### config.mk
export PLATFORM = sky130hd
export DESIGN_NAME = uart_rx_frame_flat
export DESIGN_NICKNAME = d
export VERILOG_FILES = /design/src/rtl/uart_rx_frame_if.sv /design/src/rtl/uart_rx_frame.sv /design/src/flat_wrapper.sv
export SDC_FILE = /design/constraint.sdc
export NUM_CORES = 1
export LEC_CHECK = 0
export ABC_AREA = 1
export CORE_MARGIN = 3
export CORE_UTILIZATION = 40
export CTS_CLUSTER_SIZE = 25
export DETAILED_ROUTE_END_ITERATION = 6
export DONT_BUFFER_PORTS = 1
export GPL_TIMING_DRIVEN = 0
export SLEW_MARGIN = 20
export SYNTH_ARGS = -nofsm -noshare
export SYNTH_HDL_FRONTEND = slang
export SYNTH_SLANG_ARGS = --single-unit
### constraint.sdc
create_clock -name clk -period 1.8 [get_ports clk]
set_input_delay 0.27 -clock clk [delete_from_list [all_inputs] [get_ports clk]]
set_output_delay 0.27 -clock clk [all_outputs]
set_load 0.02 [all_outputs]
### src/rtl/uart_rx_frame_if.sv
// Purpose: word-side bundle of uart_rx_frame (received word, error qualifiers, overrun, consumer ready).
// Latency: none, wires only.
// Backpressure: rx_ready from the consumer; a transfer happens on rx_valid && rx_ready at a clock edge.
interface uart_rx_frame_if #(
    parameter int DATA_BITS = 8
);
    logic [DATA_BITS-1:0] rx_data;
    logic                 rx_valid;
    logic                 rx_ready;
    logic                 frame_err;
    logic                 parity_err;
    logic                 overrun;

    // Receiver side: produces the word and its qualifiers.
    modport master (
        output rx_data,
        output rx_valid,
        output frame_err,
        output parity_err,
        output overrun,
        input  rx_ready
    );

    // Consumer side: observes the word and accepts it.
    modport slave (
        input  rx_data,
        input  rx_valid,
        input  frame_err,
        input  parity_err,
        input  overrun,
        output rx_ready
    );
endinterface

### src/rtl/uart_rx_frame.sv
// Purpose: parametrised UART receiver (5-9 data bits, none/odd/even parity, 1-2 stop bits), 2-flop input sync.
// Latency: rx_valid rises 1 clk after the final stop-bit centre sample (+1 clk with UART_RX_MAJORITY_EN).
// Backpressure: one-word holding register; a frame completing while a word is still held is dropped with an overrun pulse.
// Optional build macro UART_RX_MAJORITY_EN: 2-of-3 majority vote around each bit centre.
module uart_rx_frame #(
    parameter int CLKS_PER_BIT = 1250,
    parameter int DATA_BITS    = 8,
    parameter int PARITY       = 0,
    parameter int STOP_BITS    = 1
) (
    input  logic clk,
    input  logic rst,
    input  logic uart_rx,
    uart_rx_frame_if.master rx,
    output logic busy
);

    localparam int CW  = $clog2(CLKS_PER_BIT);
    localparam int MID = CLKS_PER_BIT / 2;

    localparam logic [CW-1:0] CNT_LAST = CW'(CLKS_PER_BIT - 1);

`ifdef UART_RX_MAJORITY_EN
    // Votes are gathered at MID-2 and MID-1; the decision is taken at MID.
    localparam logic [CW-1:0] CNT_VOTE_A = CW'(MID - 2);
    localparam logic [CW-1:0] CNT_VOTE_B = CW'(MID - 1);
    localparam logic [CW-1:0] CNT_SAMPLE = CW'(MID);
`else
    localparam logic [CW-1:0] CNT_SAMPLE = CW'(MID - 1);
`endif

    localparam logic [3:0] LAST_DATA_IDX = 4'(DATA_BITS - 1);
    localparam logic       LAST_STOP_IDX = 1'(STOP_BITS - 1);

    typedef enum logic [2:0] {
        S_IDLE,
        S_START,
        S_DATA,
        S_PARITY,
        S_STOP,
        S_BREAK
    } state_t;

    state_t               state;
    logic                 rx_m;
    logic                 rx_s;
    logic [CW-1:0]        cnt;
    logic [3:0]           bit_idx;
    logic                 stop_idx;
    logic [DATA_BITS-1:0] shreg;
    logic                 perr_acc;
    logic                 ferr_acc;
    logic                 deliver;

    logic [DATA_BITS-1:0] data_q;
    logic                 valid_q;
    logic                 ferr_q;
    logic                 perr_q;
    logic                 overrun_q;

    logic                 sample_now;
    logic                 sample_bit;

    // Two-flop synchroniser for the asynchronous serial line; resets to the idle (high) level.
    always_ff @(posedge clk or posedge rst) begin
        if (rst) begin
            rx_m <= 1'b1;
            rx_s <= 1'b1;
        end else begin
            rx_m <= uart_rx;
            rx_s <= rx_m;
        end
    end

`ifdef UART_RX_MAJORITY_EN
    logic vote_a;
    logic vote_b;

    // Capture the two early votes of each bit; the third vote is rx_s at the decision cycle.
    always_ff @(posedge clk or posedge rst) begin
        if (rst) begin
            vote_a <= 1'b1;
            vote_b <= 1'b1;
        end else begin
            if (cnt == CNT_VOTE_A) begin
                vote_a <= rx_s;
            end
            if (cnt == CNT_VOTE_B) begin
                vote_b <= rx_s;
            end
        end
    end

    assign sample_now = (cnt == CNT_SAMPLE);
    assign sample_bit = (vote_a & vote_b) | (vote_a & rx_s) | (vote_b & rx_s);
`else
    assign sample_now = (cnt == CNT_SAMPLE);
    assign sample_bit = rx_s;
`endif

    // Frame FSM. The bit counter starts at 0 on the start edge and then wraps modulo
    // CLKS_PER_BIT for the whole frame, so the same counter value marks the centre of
    // every bit: the start sample and each later sample are exactly one bit period apart.
    always_ff @(posedge clk or posedge rst) begin
        if (rst) begin
            state    <= S_IDLE;
            cnt      <= '0;
            bit_idx  <= '0;
            stop_idx <= 1'b0;
            shreg    <= '0;
            perr_acc <= 1'b0;
            ferr_acc <= 1'b0;
            deliver  <= 1'b0;
            busy     <= 1'b0;
        end else begin
            deliver <= 1'b0;

            if (state != S_IDLE && state != S_BREAK) begin
                cnt <= (cnt == CNT_LAST) ? '0 : cnt + CW'(1);
            end

            case (state)
                S_IDLE: begin
                    if (!rx_s) begin
                        state <= S_START;
                        cnt   <= '0;
                        busy  <= 1'b1;
                    end
                end

                S_START: begin
                    if (sample_now) begin
                        if (sample_bit) begin
                            // Line back high at the start-bit centre: a glitch, not a frame.
                            state <= S_IDLE;
                            busy  <= 1'b0;
                        end else begin
                            state    <= S_DATA;
                            bit_idx  <= '0;
                            perr_acc <= 1'b0;
                            ferr_acc <= 1'b0;
                        end
                    end
                end

                S_DATA: begin
                    if (sample_now) begin
                        // LSB arrives first, so shift in from the top.
                        shreg <= {sample_bit, shreg[DATA_BITS-1:1]};
                        if (bit_idx == LAST_DATA_IDX) begin
                            state    <= (PARITY != 0) ? S_PARITY : S_STOP;
                            stop_idx <= 1'b0;
                        end else begin
                            bit_idx <= bit_idx + 4'd1;
                        end
                    end
                end

                S_PARITY: begin
                    if (sample_now) begin
                        // Odd parity wants an odd total of ones, even wants an even total.
                        perr_acc <= (((^shreg) ^ sample_bit) != (PARITY == 1));
                        state    <= S_STOP;
                    end
                end

                S_STOP: begin
                    if (sample_now) begin
                        if (!sample_bit) begin
                            ferr_acc <= 1'b1;
                        end
                        if (stop_idx == LAST_STOP_IDX) begin
                            deliver <= 1'b1;
                            if (ferr_acc || !sample_bit) begin
                                // Wait for the line to recover so a held-low line yields one word only.
                                state <= S_BREAK;
                            end else begin
                                state <= S_IDLE;
                                busy  <= 1'b0;
                            end
                        end else begin
                            stop_idx <= 1'b1;
                        end
                    end
                end

                S_BREAK: begin
                    if (rx_s) begin
                        state <= S_IDLE;
                        busy  <= 1'b0;
                    end
                end

                default: begin
                    state <= S_IDLE;
                    busy  <= 1'b0;
                end
            endcase
        end
    end

    // Output holding register: load on delivery when empty or draining this cycle, otherwise flag overrun.
    always_ff @(posedge clk or posedge rst) begin
        if (rst) begin
            data_q    <= '0;
            valid_q   <= 1'b0;
            ferr_q    <= 1'b0;
            perr_q    <= 1'b0;
            overrun_q <= 1'b0;
        end else begin
            overrun_q <= 1'b0;
            if (deliver) begin
                if (!valid_q || rx.rx_ready) begin
                    data_q  <= shreg;
                    ferr_q  <= ferr_acc;
                    perr_q  <= perr_acc;
                    valid_q <= 1'b1;
                end else begin
                    overrun_q <= 1'b1;
                end
            end else if (valid_q && rx.rx_ready) begin
                valid_q <= 1'b0;
            end
        end
    end

    assign rx.rx_data    = data_q;
    assign rx.rx_valid   = valid_q;
    assign rx.frame_err  = ferr_q;
    assign rx.parity_err = perr_q;
    assign rx.overrun    = overrun_q;

endmodule

### src/flat_wrapper.sv
// flat-port wrapper written by rule: the top's interface ports become plain ports
module uart_rx_frame_flat 
#(
    parameter int CLKS_PER_BIT = 1250,
    parameter int DATA_BITS    = 8,
    parameter int PARITY       = 0,
    parameter int STOP_BITS    = 1
)
  (clk, rst, uart_rx, busy, rx_rx_data, rx_rx_valid, rx_frame_err, rx_parity_err, rx_overrun, rx_rx_ready);
  uart_rx_frame_if #(.DATA_BITS(DATA_BITS)) rx_i ();
  input  logic clk;
  input  logic rst;
  input  logic uart_rx;
  output logic busy;
  output wire logic [$bits(rx_i.rx_data)-1:0] rx_rx_data;
  output wire logic [$bits(rx_i.rx_valid)-1:0] rx_rx_valid;
  output wire logic [$bits(rx_i.frame_err)-1:0] rx_frame_err;
  output wire logic [$bits(rx_i.parity_err)-1:0] rx_parity_err;
  output wire logic [$bits(rx_i.overrun)-1:0] rx_overrun;
  input wire logic [$bits(rx_i.rx_ready)-1:0] rx_rx_ready;
  assign rx_rx_data = rx_i.rx_data;
  assign rx_rx_valid = rx_i.rx_valid;
  assign rx_frame_err = rx_i.frame_err;
  assign rx_parity_err = rx_i.parity_err;
  assign rx_overrun = rx_i.overrun;
  assign rx_i.rx_ready = rx_rx_ready;
  uart_rx_frame #(.CLKS_PER_BIT(CLKS_PER_BIT), .DATA_BITS(DATA_BITS), .PARITY(PARITY), .STOP_BITS(STOP_BITS)) u_core (.clk(clk), .rst(rst), .uart_rx(uart_rx), .rx(rx_i), .busy(busy));
endmodule
# ---- Word-level counts from Yosys, hierarchy flattened
# Cells that the tools add are included.
dict set report word_totals {
  register_bits 45
  in_bits 4
  out_inout_bits 13
  elab_cells 112
}
dict set report classes {
  n_addsub 2
  n_eq_ne 22
  muxes 46
  n_bitwise 2
  reduce_logical 24
}
# operator count
set ops {}
lappend ops {{11-bit 2-to-1 mux} 4}
lappend ops {{3-bit 2-to-1 mux} 9}
lappend ops {{1-bit 2-to-1 mux} 22}
lappend ops {{3-bit one-hot mux with 6 select lines} 1}
lappend ops {{4-bit 2-to-1 mux} 4}
lappend ops {{2-bit inequality test, second input constant} 7}
lappend ops {{2-bit by 1-bit inequality test with 1-bit output, second input constant} 6}
lappend ops {{11-bit by 1-bit adder with 11-bit output, second input constant} 1}
lappend ops {{11-bit by 10-bit equality test with 1-bit output, second input constant} 1}
lappend ops {{11-bit equality test, second input constant} 1}
lappend ops {{5-bit AND reduction} 2}
lappend ops {{2-bit nonzero test} 5}
lappend ops {{4-bit one-hot mux with 2 select lines} 1}
lappend ops {{4-bit AND reduction} 2}
lappend ops {{8-bit AND reduction} 1}
lappend ops {{8-bit XOR reduction} 1}
lappend ops {{3-bit by 2-bit equality test with 1-bit output, second input constant} 2}
lappend ops {{3-bit equality test, second input constant} 2}
lappend ops {{1-bit one-hot mux with 2 select lines} 3}
lappend ops {{2-bit AND reduction} 3}
lappend ops {{6-bit AND reduction} 1}
lappend ops {{1-bit one-hot mux with 5 select lines} 1}
lappend ops {{4-bit by 1-bit adder with 4-bit output, second input constant} 1}
lappend ops {{4-bit by 3-bit equality test with 1-bit output, second input constant} 1}
lappend ops {{other kinds (11)} 14}

# ---- Depth between registers and ports, before layout
dict set report depth {
  word_depth 6
  depth_mapped 10
  depth_no_buf 10
}

# ---- Worst setup path before layout
# OpenSTA, ideal clock, no wires.
dict set report synth_timing {
  path_kind {register to register}
  from {register u_core.cnt[0]}
  to {register u_core.bit_idx[2]}
  setup_time_ns 0.117
  t_arrival_ns 1.361
  t_required_ns 1.683
  slack_ns 0.322
  stages_incl_launch_ff 10
  n_path_buf 0
  period_less_slack_ns 1.478
  cell_sequence {dfrtp_1 inv_1 ha_1 nand2_1 nor2_2 nand3_4 a21oi_2 nand3_1 nand2_1 nand2_1}
}
dict set report synth_between {
  elab_chain_len 3
  elab_cells_between_ends 4
  classes_between {eq/ne (3); reduce/logical (1)}
}
# item line_no
set synth_rtl {}
lappend synth_rtl {{start, declared} uart_rx_frame.sv:47} ;# logic [CW-1:0] cnt;
lappend synth_rtl {{start signal, assigned} uart_rx_frame.sv:119} ;# cnt <= (cnt == CNT_LAST) ? '0 : cnt + CW'(1);
lappend synth_rtl {{11-bit by 10-bit equality test with 1-bit output (*)} uart_rx_frame.sv:97} ;# assign sample_now = (cnt == CNT_SAMPLE);
lappend synth_rtl {{2-bit by 1-bit inequality test with 1-bit output (no line)} n/a}
lappend synth_rtl {{5-bit AND reduction (no line) (*)} n/a}
lappend synth_rtl {{end signal, assigned} uart_rx_frame.sv:154} ;# bit_idx <= bit_idx + 4'd1;
lappend synth_rtl {{end, declared} uart_rx_frame.sv:48} ;# logic [3:0] bit_idx;
# Every way passes the cells marked *; elsewhere a longest branch is shown, timed or not.
# A chain may end at the register's enable or synchronous reset.

# ---- Worst setup path in the final report
dict set report layout_timing {
  from {register u_core.cnt[0]}
  to {register u_core.shreg[6]}
}
dict set report layout_between {
  elab_chain_len 2
}
# item line_no
set layout_rtl {}
lappend layout_rtl {{11-bit by 10-bit equality test with 1-bit output} uart_rx_frame.sv:97}
lappend layout_rtl {{2-bit AND reduction (no line)} n/a}
lappend layout_rtl {{end signal, assigned} uart_rx_frame.sv:149} ;# shreg <= {sample_bit, shreg[DATA_BITS-1:1]};
lappend layout_rtl {{end, declared} uart_rx_frame.sv:50} ;# logic [DATA_BITS-1:0] shreg;
# Every way passes these cells.

==> results.txt <==
Status = finished, final reports clean
Die Wd = 83.58 um
Die area = 6985 um2
Final setup vio count = 0
Slew Limit Fails = 0
Bufs on Longest Clock Path = 2
Post-CTS Setup Inserts = 0
Synth Instances = 315
Synth cell types = 35
Fillcell total = 573
Vias in the first global route = 1772
Max-Cap Viols = 0
Leakage = 1.311 nW
Fin Hold WS = 0.1412 ns
Final HPWL from detailed placement = 3.554 mm
Max_slew headroom = 0.7099
Crit path largest cell delay = 0.43 ns
RSZ-0062 raised after global routing = no
Final-stage net count = 333
Hold WC Path Type = in2reg
Clock Power Share = 0.390
Chip height = 83.58 um
Netlist Area Pre-Place = 2407 um2
Peak VDD IR = 0.0003075 V
DP Worst Slack = 0.1051 ns
Worst-path cell chain = inv_1, ha_1, nand2_1, nor2_2, nand3_4, nor2_8, buf_6, o21ai_0
Final hold vios = 0
I/O pins = 17
R2R setup slack = 0.14 ns
Most common cell after layout, fill and taps aside = nand2_1
Worst-path fanout max = 10
Placed cells = 388
Worst Slack Setup Final = 0.1436 ns
Warnings, synthesis = 0
Vias = 1913
Slowest CP cell = dfrtp_1
Number of port buffers = 0
CTS sink count = 44
Placed cell area = 2517 um2
Later-pin clock latency in the skew report = 0.30 ns
Clk pin slew, worst setup/hold paths = 0.10 ns
DRC viols = 0
Vias per cell = 4.807
Total GRT Usage = 0.1408
Power Internal = 1.314 mW
Area occupied by registers = 1104 um2
Syn_nets = 323
Layout area overhead = 10.24%
Final WL = 4.710 mm
Critical path launch point type = flop
Largest net degree at the start of global routing = 27
Area of the multi-input gates = 1150 um2
Drt first-iter violations = 141
Antenna violations before repair = 0
Antenna cells = 0
Global route overflow = 0
Pwr dens = 637.6 nW/um2
Initial Util = 0.4242
CP required = 1.98 ns
Comb pwr share = 0.023
Post-synthesis sequential area ratio = 0.4584
Skew final = 0.01538 ns
Core area = 5675 um2
Crit Path Class = reg2reg
Flop pwr share = 0.588
Most frequent cells in the layout = 111 x nand2_1, 42 x dfrtp_1, 36 x inv_1
Root buffer cell = clkbuf_8
Design Area, Final = 2654 um2
Num rows = 27
Antenna Nets Post-Route = 0
CP arrival = 1.83 ns
Finished Layout Cells = 398
Max frequency = 603.7 MHz
Total net switching power = 0.3783 mW
Period minus WS final = 1.656 ns
First-pass GRT wire length = 8.183 mm
Mean routed wirelength per cell = 11.83 um
Synthesis-stage register bit count = 44
Sw frac = 0.2236
Final Cycle Share = 0.9202
Worst Max-Slew Pin Slew = 0.4346 ns
Layout cells sized above 1 = 0.1196
Gpl congestion = 0.8373
CTS tree = built
Synthesized area per cell = 7.642 um2
Drt pass-1 iters = 4
Crit. End Element = flop
CTS Buf Count = 5
Max H-tree Level = 2
[worst max-delay path: cells and delay by family, from the launching register on]
kind,cells,cell delay [ns]
DFF,1,0.43
and+or+nand+nor,4,0.58
adders and majority gates,1,0.19
buffers and inverters,2,0.25
AOI/OAI and AO/OA,1,0.08
[per-layer routing]
metal | wire length [um] | vias up | global-route usage
li1 | - | 1013 | -
met1 | 2546 | 862 | 0.2092
met2 | 1923 | 31 | 0.1967
met3 | 181 | 7 | 0.03949
met4 | 58 | 0 | 0.04386
met5 | 0 | - | 0
[final timing paths]
check                                         from                          end  depth (start not counted)
max                        u_core.cnt[0]$_DFF_PP0_  u_core.shreg[6]$_DFFE_PP0P_                          8
min                                    rx_rx_ready  u_core.rx.overrun$_DFF_PP0_                          3
max reg2reg                u_core.cnt[0]$_DFF_PP0_  u_core.shreg[6]$_DFFE_PP0P_                          8
min reg2reg                  u_core.rx_m$_DFF_PP1_        u_core.rx_s$_DFF_PP1_                          0
max in group asynchronous                      rst        u_core.rx_s$_DFF_PP1_                          3
min in group asynchronous                      rst  u_core.shreg[5]$_DFFE_PP0P_                          2
[power by group through the flow]
stage,Combinational [mW],Clock [mW],Sequential [mW]
after detailed placement,0.0356,0,1.01
final,0.0382,0.659,0.995
after global routing,0.0443,0.724,0.995
after floorplan,0.0217,0,1.01
after global placement,0.0293,0,1.01
after CTS,0.0392,0.686,0.995
[cells by family after synthesis]
group,after synthesis,share of synthesized area
fa+ha+maj,4,0.02079
simple gates,185,0.3456
compound gates,31,0.07797
mux,2,0.008836
flops,44,0.4584
buf+inv,44,0.07017
xor+xnor,5,0.01819
[timing repair]
action	4_1_cts	5_1_grt
hold buffers	2	0
hold endpoints to repair	19	0
setup endpoints to repair	0	4
resized for setup	0	4
[registers in the layout, indices dropped and copies added (netlist names)]
register and flops:
u_core.cnt 11, u_core.rx.rx_data 8, u_core.shreg 8, u_core.bit_idx 4, u_core.state 3, u_core.busy 1, u_core.deliver 1, u_core.ferr_acc 1
u_core.perr_acc 1, u_core.rx.frame_err 1, u_core.rx.overrun 1, u_core.rx.parity_err 1, u_core.rx.rx_valid 1, u_core.rx_m 1, u_core.rx_s 1
[area by class of cell]
| type | count | share of cell area |
|---|---|---|
| sequential | 44 | 0.4158 |
| timing repair buffer | 3 | 0.01509 |
| multi-input combinational | 227 | 0.4333 |
| buffer | 2 | 0.005658 |
| tap | 72 | 0.03395 |
| clock buffer | 6 | 0.03112 |
| clock inverter | 2 | 0.005658 |
| inverter | 42 | 0.05941 |
[synthesized netlist by cell type]
master,count,area [um2]
nand3_1,18,90.09
inv_2,5,18.77
nand2_2,2,12.51
o21ai_1,3,15.01
o21ai_2,1,8.760
a2bb2oi_1,1,8.760
nor2_1,28,105.1
nand4_1,5,31.28
nand3_2,1,10.01
nand2_4,1,11.26
o211ai_1,1,7.510
nand3_4,1,17.52
nand2_1,112,420.4
nor3b_2,1,12.51
mux2_2,1,11.26
a21oi_1,2,10.01
ha_1,4,50.05
nor2_2,5,31.28
clkbuf_1,1,3.750
nor3_2,1,10.01
dfstp_2,2,52.55
mux2i_1,1,10.01
buf_4,1,7.510
nand3b_1,1,7.510
dfrtp_1,42,1051
nor3_1,6,30.03
o21ai_0,20,100.1
xnor2_1,3,26.28
a21oi_2,1,8.760
xor2_1,2,17.52
inv_1,37,138.9
o31ai_1,1,7.510
nor2_4,2,22.52
nor2_8,1,20.02
a31oi_4,1,21.27
[per-stage QoR]
step                utilization  power (mW)  TNS [ns]
floorplan                     -       1.035         0
CTS                      0.4643       1.720         0
detailed placement       0.4436       1.050         0
global placement         0.4400       1.044    -1.275
finish                   0.4676       1.692         0
global route             0.4676       1.763         0
No activity file was read; power rests on OpenSTA's default activity.
